==> config.mk <==
export PLATFORM = sky130hd
export DESIGN_NAME = beat_tracker
export DESIGN_NICKNAME = d
export VERILOG_FILES = /design/src/rtl/beat_tracker.sv
export SDC_FILE = /design/constraint.sdc
export NUM_CORES = 1
export LEC_CHECK = 0
export ABC_AREA = 0
export BUFFER_PORTS_ARGS = -buffer_cell sky130_fd_sc_hd__buf_2
export CAP_MARGIN = 20
export CORE_MARGIN = 5
export CORE_UTILIZATION = 47
export CTS_BUF_LIST = sky130_fd_sc_hd__clkbuf_4
export CTS_CLUSTER_SIZE = 8
export DETAILED_ROUTE_END_ITERATION = 16
export PLACE_DENSITY = 0.68
export SYNTH_ARGS = -nofsm -noshare
export SYNTH_HDL_FRONTEND = slang
export SYNTH_SLANG_ARGS = --single-unit
==> constraint.sdc <==
create_clock -name clk -period 32.7 [get_ports clk]
set_clock_uncertainty 0.1 [all_clocks]
set_input_delay 1.635 -clock clk [delete_from_list [all_inputs] [get_ports clk]]
set_output_delay 1.635 -clock clk [all_outputs]
set_load 0.01 [all_outputs]
==> src/rtl/beat_tracker.sv <==
// beat_tracker: onset filtering, 4-interval tempo averaging, sequential BPM divider
// and beat/downbeat pulse generation for the display path.
module beat_tracker #(
    parameter int unsigned CLK_HZ       = 50_000_000,
    parameter int unsigned MIN_BPM      = 40,
    parameter int unsigned MAX_BPM      = 240,
    parameter int unsigned PULSE_CYCLES = 2_500_000
) (
    input  logic       clk,
    input  logic       reset,
    input  logic       onset,
    output logic [1:0] beat_pulse,
    output logic [8:0] bpm_estimate,
    output logic       locked
);
    localparam logic [31:0] DIVIDEND = 32'(CLK_HZ * 60);
    localparam logic [31:0] MAX_INT  = 32'(DIVIDEND / MIN_BPM);
    localparam logic [31:0] MIN_INT  = 32'(DIVIDEND / MAX_BPM);
    localparam int unsigned PW       = $clog2(PULSE_CYCLES + 1);

    typedef enum logic [1:0] {S_IDLE, S_DIV, S_DONE} state_t;

    state_t           r_state, w_state_nx;
    logic             w_load;
    logic [31:0]      r_ivl;
    logic             r_seq;
    logic [3:0][31:0] r_fifo;
    logic [33:0]      r_sum;
    logic [2:0]       r_cnt;
    logic [1:0]       r_idx;
    logic [31:0]      r_div, r_rem, r_quo;
    logic [4:0]       r_iter;
    logic             r_pend;
    logic [8:0]       r_bpm;
    logic             r_lock;
    logic [PW-1:0]    r_p0, r_p1;

    logic        w_timeout, w_first, w_acc, w_beat, w_down, w_start;
    logic [33:0] w_sum_nx;
    logic [32:0] w_shift, w_diff;

    assign w_timeout = r_seq && (r_ivl == MAX_INT);
    assign w_first   = onset && (!r_seq || w_timeout);
    assign w_acc     = onset && r_seq && !w_timeout && (r_ivl >= MIN_INT);
    assign w_beat    = w_first || w_acc;
    assign w_down    = w_first || (w_acc && r_idx == 2'd3);
    assign w_start   = w_acc && (r_cnt >= 3'd3);
    // fifo[3] is the oldest entry; it is zero until four intervals exist
    assign w_sum_nx  = w_acc ? r_sum + {2'b0, r_ivl} - {2'b0, r_fifo[3]} : r_sum;
    assign w_shift   = {r_rem, r_quo[31]};
    assign w_diff    = w_shift - {1'b0, r_div};

    assign beat_pulse   = {r_p1 != '0, r_p0 != '0};
    assign bpm_estimate = r_bpm;
    assign locked       = r_lock;

    always_ff @(posedge clk or posedge reset) begin
        if (reset) r_state <= S_IDLE;
        else       r_state <= w_state_nx;
    end

    always_comb begin
        w_state_nx = r_state;
        w_load     = 1'b0;
        case (r_state)
            S_IDLE: begin
                w_state_nx = w_start ? S_DIV : S_IDLE;
                w_load     = w_start;
            end
            S_DIV:  w_state_nx = w_timeout ? S_IDLE : (r_iter == 5'd31) ? S_DONE : S_DIV;
            S_DONE: begin
                w_state_nx = (!w_timeout && (r_pend || w_start)) ? S_DIV : S_IDLE;
                w_load     = !w_timeout && (r_pend || w_start);
            end
            default: w_state_nx = S_IDLE;
        endcase
    end

    always_ff @(posedge clk or posedge reset) begin
        if (reset) begin
            r_ivl  <= '0;
            r_seq  <= 1'b0;
            r_fifo <= '0;
            r_sum  <= '0;
            r_cnt  <= '0;
            r_idx  <= '0;
            r_div  <= '0;
            r_rem  <= '0;
            r_quo  <= '0;
            r_iter <= '0;
            r_pend <= 1'b0;
            r_bpm  <= '0;
            r_lock <= 1'b0;
            r_p0   <= '0;
            r_p1   <= '0;
        end else begin
            r_ivl <= w_beat ? 32'd1 : (r_ivl < MAX_INT) ? r_ivl + 32'd1 : r_ivl;
            if (w_timeout || w_first) begin
                r_fifo <= '0;
                r_sum  <= '0;
                r_cnt  <= '0;
                r_idx  <= '0;
                r_seq  <= w_first;
            end else if (w_acc) begin
                r_fifo <= {r_fifo[2:0], r_ivl};
                r_sum  <= w_sum_nx;
                r_cnt  <= (r_cnt == 3'd4) ? r_cnt : r_cnt + 3'd1;
                r_idx  <= r_idx + 2'd1;
            end
            // a qualifying beat mid-division is remembered and re-divided after DONE
            r_pend <= (r_state == S_DIV) && !w_timeout && (r_pend || w_start);
            if (w_load) begin
                r_div  <= 32'(w_sum_nx >> 2);
                r_rem  <= '0;
                r_quo  <= DIVIDEND;
                r_iter <= '0;
            end else if (r_state == S_DIV) begin
                r_rem  <= w_diff[32] ? 32'(w_shift) : w_diff[31:0];
                r_quo  <= {r_quo[30:0], ~w_diff[32]};
                r_iter <= r_iter + 5'd1;
            end
            if (w_timeout) begin
                r_bpm  <= '0;
                r_lock <= 1'b0;
            end else if (r_state == S_DONE) begin
                r_bpm  <= (|r_quo[31:9]) ? 9'd511 : r_quo[8:0];
                r_lock <= 1'b1;
            end
            r_p0 <= w_beat ? PW'(PULSE_CYCLES) : (r_p0 != '0) ? r_p0 - PW'(1) : r_p0;
            r_p1 <= w_down ? PW'(PULSE_CYCLES) : (r_p1 != '0) ? r_p1 - PW'(1) : r_p1;
        end
    end
endmodule
-- Word level (Yosys, flattened, before mapping)
Index checks and enable logic that the tools add are counted.
- $add $sub $neg: 9
- order comparisons: 3
- eq/ne operators: 7
- mux-type cells: 34
- bitwise logic cells: 1
- reductions and logical operators: 28
- operators with widths (kind ; number):
    $mux W128 ; 2
    $mux W32 ; 7
    $mux W34 ; 3
    $mux W22 ; 4
    $reduce_bool A22 Y1 ; 2
    $sub A22 B1 Y22 const B ; 2
    $add A34 B32 Y34 ; 1
    $sub A34 B32 Y34 ; 1
    $sub A33 B32 Y33 ; 1
    $add A32 B1 Y32 const B ; 1
    $eq A32 B27 Y1 const B ; 1
    $ge A32 B24 Y1 const B ; 1
    $lt A32 B27 Y1 const B ; 1
    $mux W9 ; 3
    $reduce_or A23 Y1 ; 1
    $reduce_bool A2 Y1 ; 6
    $logic_and A1 B1 Y1 ; 10
    $mux W5 ; 2
    $mux W3 ; 3
    $mux W2 ; 4
    $pmux W2 S3 ; 1
    $add A5 B1 Y5 const B ; 1
    $eq A5 B5 Y1 const B ; 1
    $logic_or A1 B1 Y1 ; 5
    13 further kinds ; 18
- bits in registers: 358
- output and inout bits: 12
- logic and storage cells: 101

-- Longest topological paths before layout
- word-level depth: 10
- depth in mapped cells: 16

-- Least setup slack after synthesis
OpenSTA, ideal clock, no wires.
- path type: register to register
- from: reg r_ivl[1]
- to: reg r_div[26]
- setup time: 0.130 ns
- arrival: 3.304 ns
- data required time: 32.470 ns
- slack: 29.166 ns
- stages on the path, launching flop included: 15
- path buffers: 0
- clock period less this slack: 3.534 ns
- cell sequence: dfrtp_1 -> inv_1 -> fa_1 -> inv_1 -> fa_1 -> a21o_1 -> a21o_1 -> a21oi_1 -> a21oi_1 -> o21a_1 -> a31oi_1 -> a21oi_1 -> a31oi_1 -> mux2i_1 -> a31oi_1
- longest elaborated chain between the ends: 9
- elaborated cells on any way between the ends: 13
- ends and longest elaborated chain (element ; RTL line ; text):
    start, declared ; 25 ; logic [31:0] r_ivl;
    start signal, assigned ; 97 ; r_ivl <= w_beat ? 32'd1 : (r_ivl < MAX_INT) ? r_ivl + 32'd1 : r_ivl;
    parallel branches: the longest is 9 deep, another holds $add A34 B32 Y34 ; - ;
    end signal, assigned ; 113 ; r_div <= 32'(w_sum_nx >> 2);
    end, declared ; 31 ; logic [31:0] r_div, r_rem, r_quo;
Several ways; the timed one is not identified.
A chain may end at the register's enable or synchronous reset.

-- Worst setup path after layout
- from: reg r_p1[8]
- to: out beat_pulse[1]
- longest elaborated chain between the ends: 1
- ends and longest elaborated chain (element ; RTL line ; text):
    start, declared ; 36 ; logic [PW-1:0] r_p0, r_p1;
    start signal, assigned ; 130 ; r_p1 <= w_down ? PW'(PULSE_CYCLES) : (r_p1 != '0) ? r_p1 - PW'(1) : r_p1;
    $reduce_bool A22 Y1 ; 53 ; assign beat_pulse = {r_p1 != '0, r_p0 != '0};
    end, declared ; 12 ; output logic [1:0] beat_pulse,
No other way between the ends.

==> results.ini <==
[run]
max_cap_violations=0

[yosys]
synth_ff_type=dfrtp_1
synth_area_um2=19400
syn_avg_cell_area_um2=9.06
synth_nets=2253
synth_top_area_frac=0.462
synth_edf_count=0
synthCells=2141
ys_seq_elements=358
ys_top_cells_by_area=dfrtp_1 46%, nand2_1 7.3%, ha_1 4.9%
synth_common_cells=376 x nand2_1, 358 x dfrtp_1, 189 x inv_1, 162 x nor2_1, 132 x nand3_1
synth_area_leader_cell=dfrtp_1
seq_area_frac_synth=0.462
ys.warnings.count=0
yosysMostFrequentCell=nand2_1
async_reset_ff_frac=1.00
synth_cell_types=80

[critical_path]
worstPathCellList=or4_1 > nor4_1 > nand2b_1 > nor2_1 > nand2_1 > buf_2
r2r_start=r_ivl[29]
worstPathArrival_ns=3.10
rrSetupSlack_ns=28.15
crit_path_end_kind=output pin
r2r_end=r_div[31]
path_class=flip-flop to output pin
crit_family=simple AND/OR/NAND/NOR gates
cp_max_fo=10
path_buf_inv=1
crit_slowest_cell=or4_1
cp-start-kind=flip-flop
required_ns=30.96
ff2ff_path_depth=11
max_stage_delay_ns=0.63

[die]
die-area_um2=45400
rows=74
die_h_um=213
fp.coreArea_um2=40800
start_util=0.475
num_io_pins=15
die_w_um=213

[routing]
route.detailed.drc=0
drt-total-wl_mm=41.3
vias=14890
ant_nets=0
first_pass_iters=5
wl_per_cell_um=14.8
detailedRoute.firstIterationViolations=888
vias_per_cell=5.34

[pwr]
power.leakage_nw=10.1
cellPowerDensity_nw_per_um2=116
ir_drop_mv=0.0534

[clock_tree]
cts_buffers=96
cts.clk_slew.worst_paths_ns=0.06
cts_setup_buffers=0
ctsHoldBuffers=0
cts-root-buf=clkbuf_4
cts.path.max_buffers=3
clock_latency_ns=0.85
htree_levels=3
clkSinkCount=358
cts_tree=done
cts_resized=0

[global_route]
grt_pass1_wl_mm=71.7
groute.usage.overall=0.189
grt_max_degree=147
grt_pass1_vias=14943
grt.overflow.total=0
grt_antenna_before_repair=2

[placement]
port_buffers=14
dpl.hpwl_mm=27.4
place.gp.congestion=0.897

[sta]
setup_violations=0
worst-slew-pin-transition_ns=1.06
layout_min_cycle_time_ns=4.83
fmax_mhz=207
rsz0062_at_grt=false
fin_crit_sh=0.148
slew_viol_final=0
relSlewSlack=0.291
tns_ns=0
hold_viol=0

[min_path]
holdPathEnd=r_fifo[119]
hold_path_depth=2
min-delay-start=r_fifo[87]
worstHoldPathType=flip-flop to flip-flop

[finish]
drive_gt1_frac=0.0970
finalNetCount=2284
area_growth_pct=8.71
final_util=0.516

[run_status]
status=completed

[worst max path at each step]
stage | cells past startpoint | slack (ns) | end | from
final | 6 | 27.87 | beat_pulse[1] | r_p1[8]
after global routing | 6 | 27.73 | beat_pulse[1] | r_p1[8]
after CTS | 6 | 27.85 | beat_pulse[1] | r_p1[8]
after detailed placement | 11 | 28.17 | r_div[31] | r_ivl[29]
after global placement | 8 | 28.24 | r_div[31] | onset
after floorplan | 1 | 21.03 | bpm_estimate[0] | reset
[tightest hold or removal path, delay by kind of cell (launching register included)]
family / cells / cell delay (ns)
and+or+nand+nor: 2 / 0.10
DFF: 1 / 0.34
[per-layer routing]
metal,vias up,share of wire,wire (µm),GRT usage
li1,7359,-,-,-
met1,7113,0.46,19100,0.260
met2,344,0.46,19100,0.302
met3,74,0.053,2180,0.0378
met4,0,0.022,925,0.0667
met5,-,0,0,0
[through the flow]
| stage | instances | instance area (µm²) | hold WS [ns] | worst slack (ns) | total power [W] |
|---|---|---|---|---|---|
| finish | 2786 | 21100 | 0.345 | 27.87 | 0.00245 |
| detailed placement | 2605 | 19800 | 0.349 | 28.17 | 0.00206 |
| global route | 2785 | 21100 | 0.373 | 27.73 | 0.00270 |
| floorplan | 2141 | 19400 | 0.338 | 21.03 | 0.00181 |
| global placement | 2605 | 19800 | 0.344 | 28.24 | 0.00202 |
| CTS | 2779 | 21100 | 0.335 | 27.85 | 0.00246 |
[layout make-up]
type	count	area, µm²
clock inverter	31	151
antenna	6	15.0
multi-input combinational	1499	9310
tap	532	666
clock buffer	143	1070
sequential	358	8960
inverter	189	717
timing repair buffer	28	200
fill	3782	19700
[placed cells by master, fill, tap and decap left out, drive strengths merged, types with 8 or more instances in the layout]
| master | count |
|---|---|
| nor4 | 22 |
| dfrtp | 358 |
| o22ai | 12 |
| nand3 | 134 |
| xnor2 | 72 |
| nor2b | 8 |
| nor2 | 163 |
| o21a | 8 |
| o21ai | 135 |
| clkbuf | 143 |
| a21o | 38 |
| a21oi | 129 |
| inv | 192 |
| a22o | 21 |
| clkinv | 25 |
| ha | 76 |
| fa | 33 |
| and2 | 9 |
| o22a | 9 |
| and3 | 12 |
| mux2i | 40 |
| nand2b | 13 |
| a211oi | 10 |
| buf | 28 |
| nor3 | 27 |
| xor2 | 34 |
| or3 | 15 |
| nand2 | 377 |
| nand4 | 16 |
| a31oi | 11 |
| o31ai | 8 |
[registers in the layout, indices dropped and copies added, names as in the netlist]
register	count
r_fifo	128
r_sum	34
r_div	32
r_ivl	32
r_quo	32
r_rem	32
r_p0	22
r_p1	22
bpm_estimate	9
r_iter	5
r_cnt	3
r_idx	2
r_state	2
locked	1
r_pend	1
r_seq	1
[power by group]
group / switching, W / leakage [nW] / internal (W) / total, W
clock: 0.000188 / 0.730 / 0.000202 / 0.000389
sequential: 0.000118 / 4.52 / 0.000606 / 0.000724
combinational: 0.000752 / 4.82 / 0.000581 / 0.00133
total: 0.00106 / 10.1 / 0.00139 / 0.00245
[logic make-up (layout without fill, tap and decap cells)]
| logic type | after synthesis | count (layout) | share of synthesized area |
|---|---|---|---|
| AO/OA/AOI/OAI | 424 | 424 | 0.137 |
| XOR/XNOR | 106 | 106 | 0.0488 |
| AND/OR/NAND/NOR | 817 | 817 | 0.187 |
| multiplexers | 43 | 43 | 0.0224 |
| flip-flops | 358 | 358 | 0.462 |
| buffers and inverters | 284 | 391 | 0.0602 |
| adder cells (fa/ha/maj) | 109 | 109 | 0.0831 |
| other | 0 | 6 | 0 |
(Power assumes the default switching activity.)
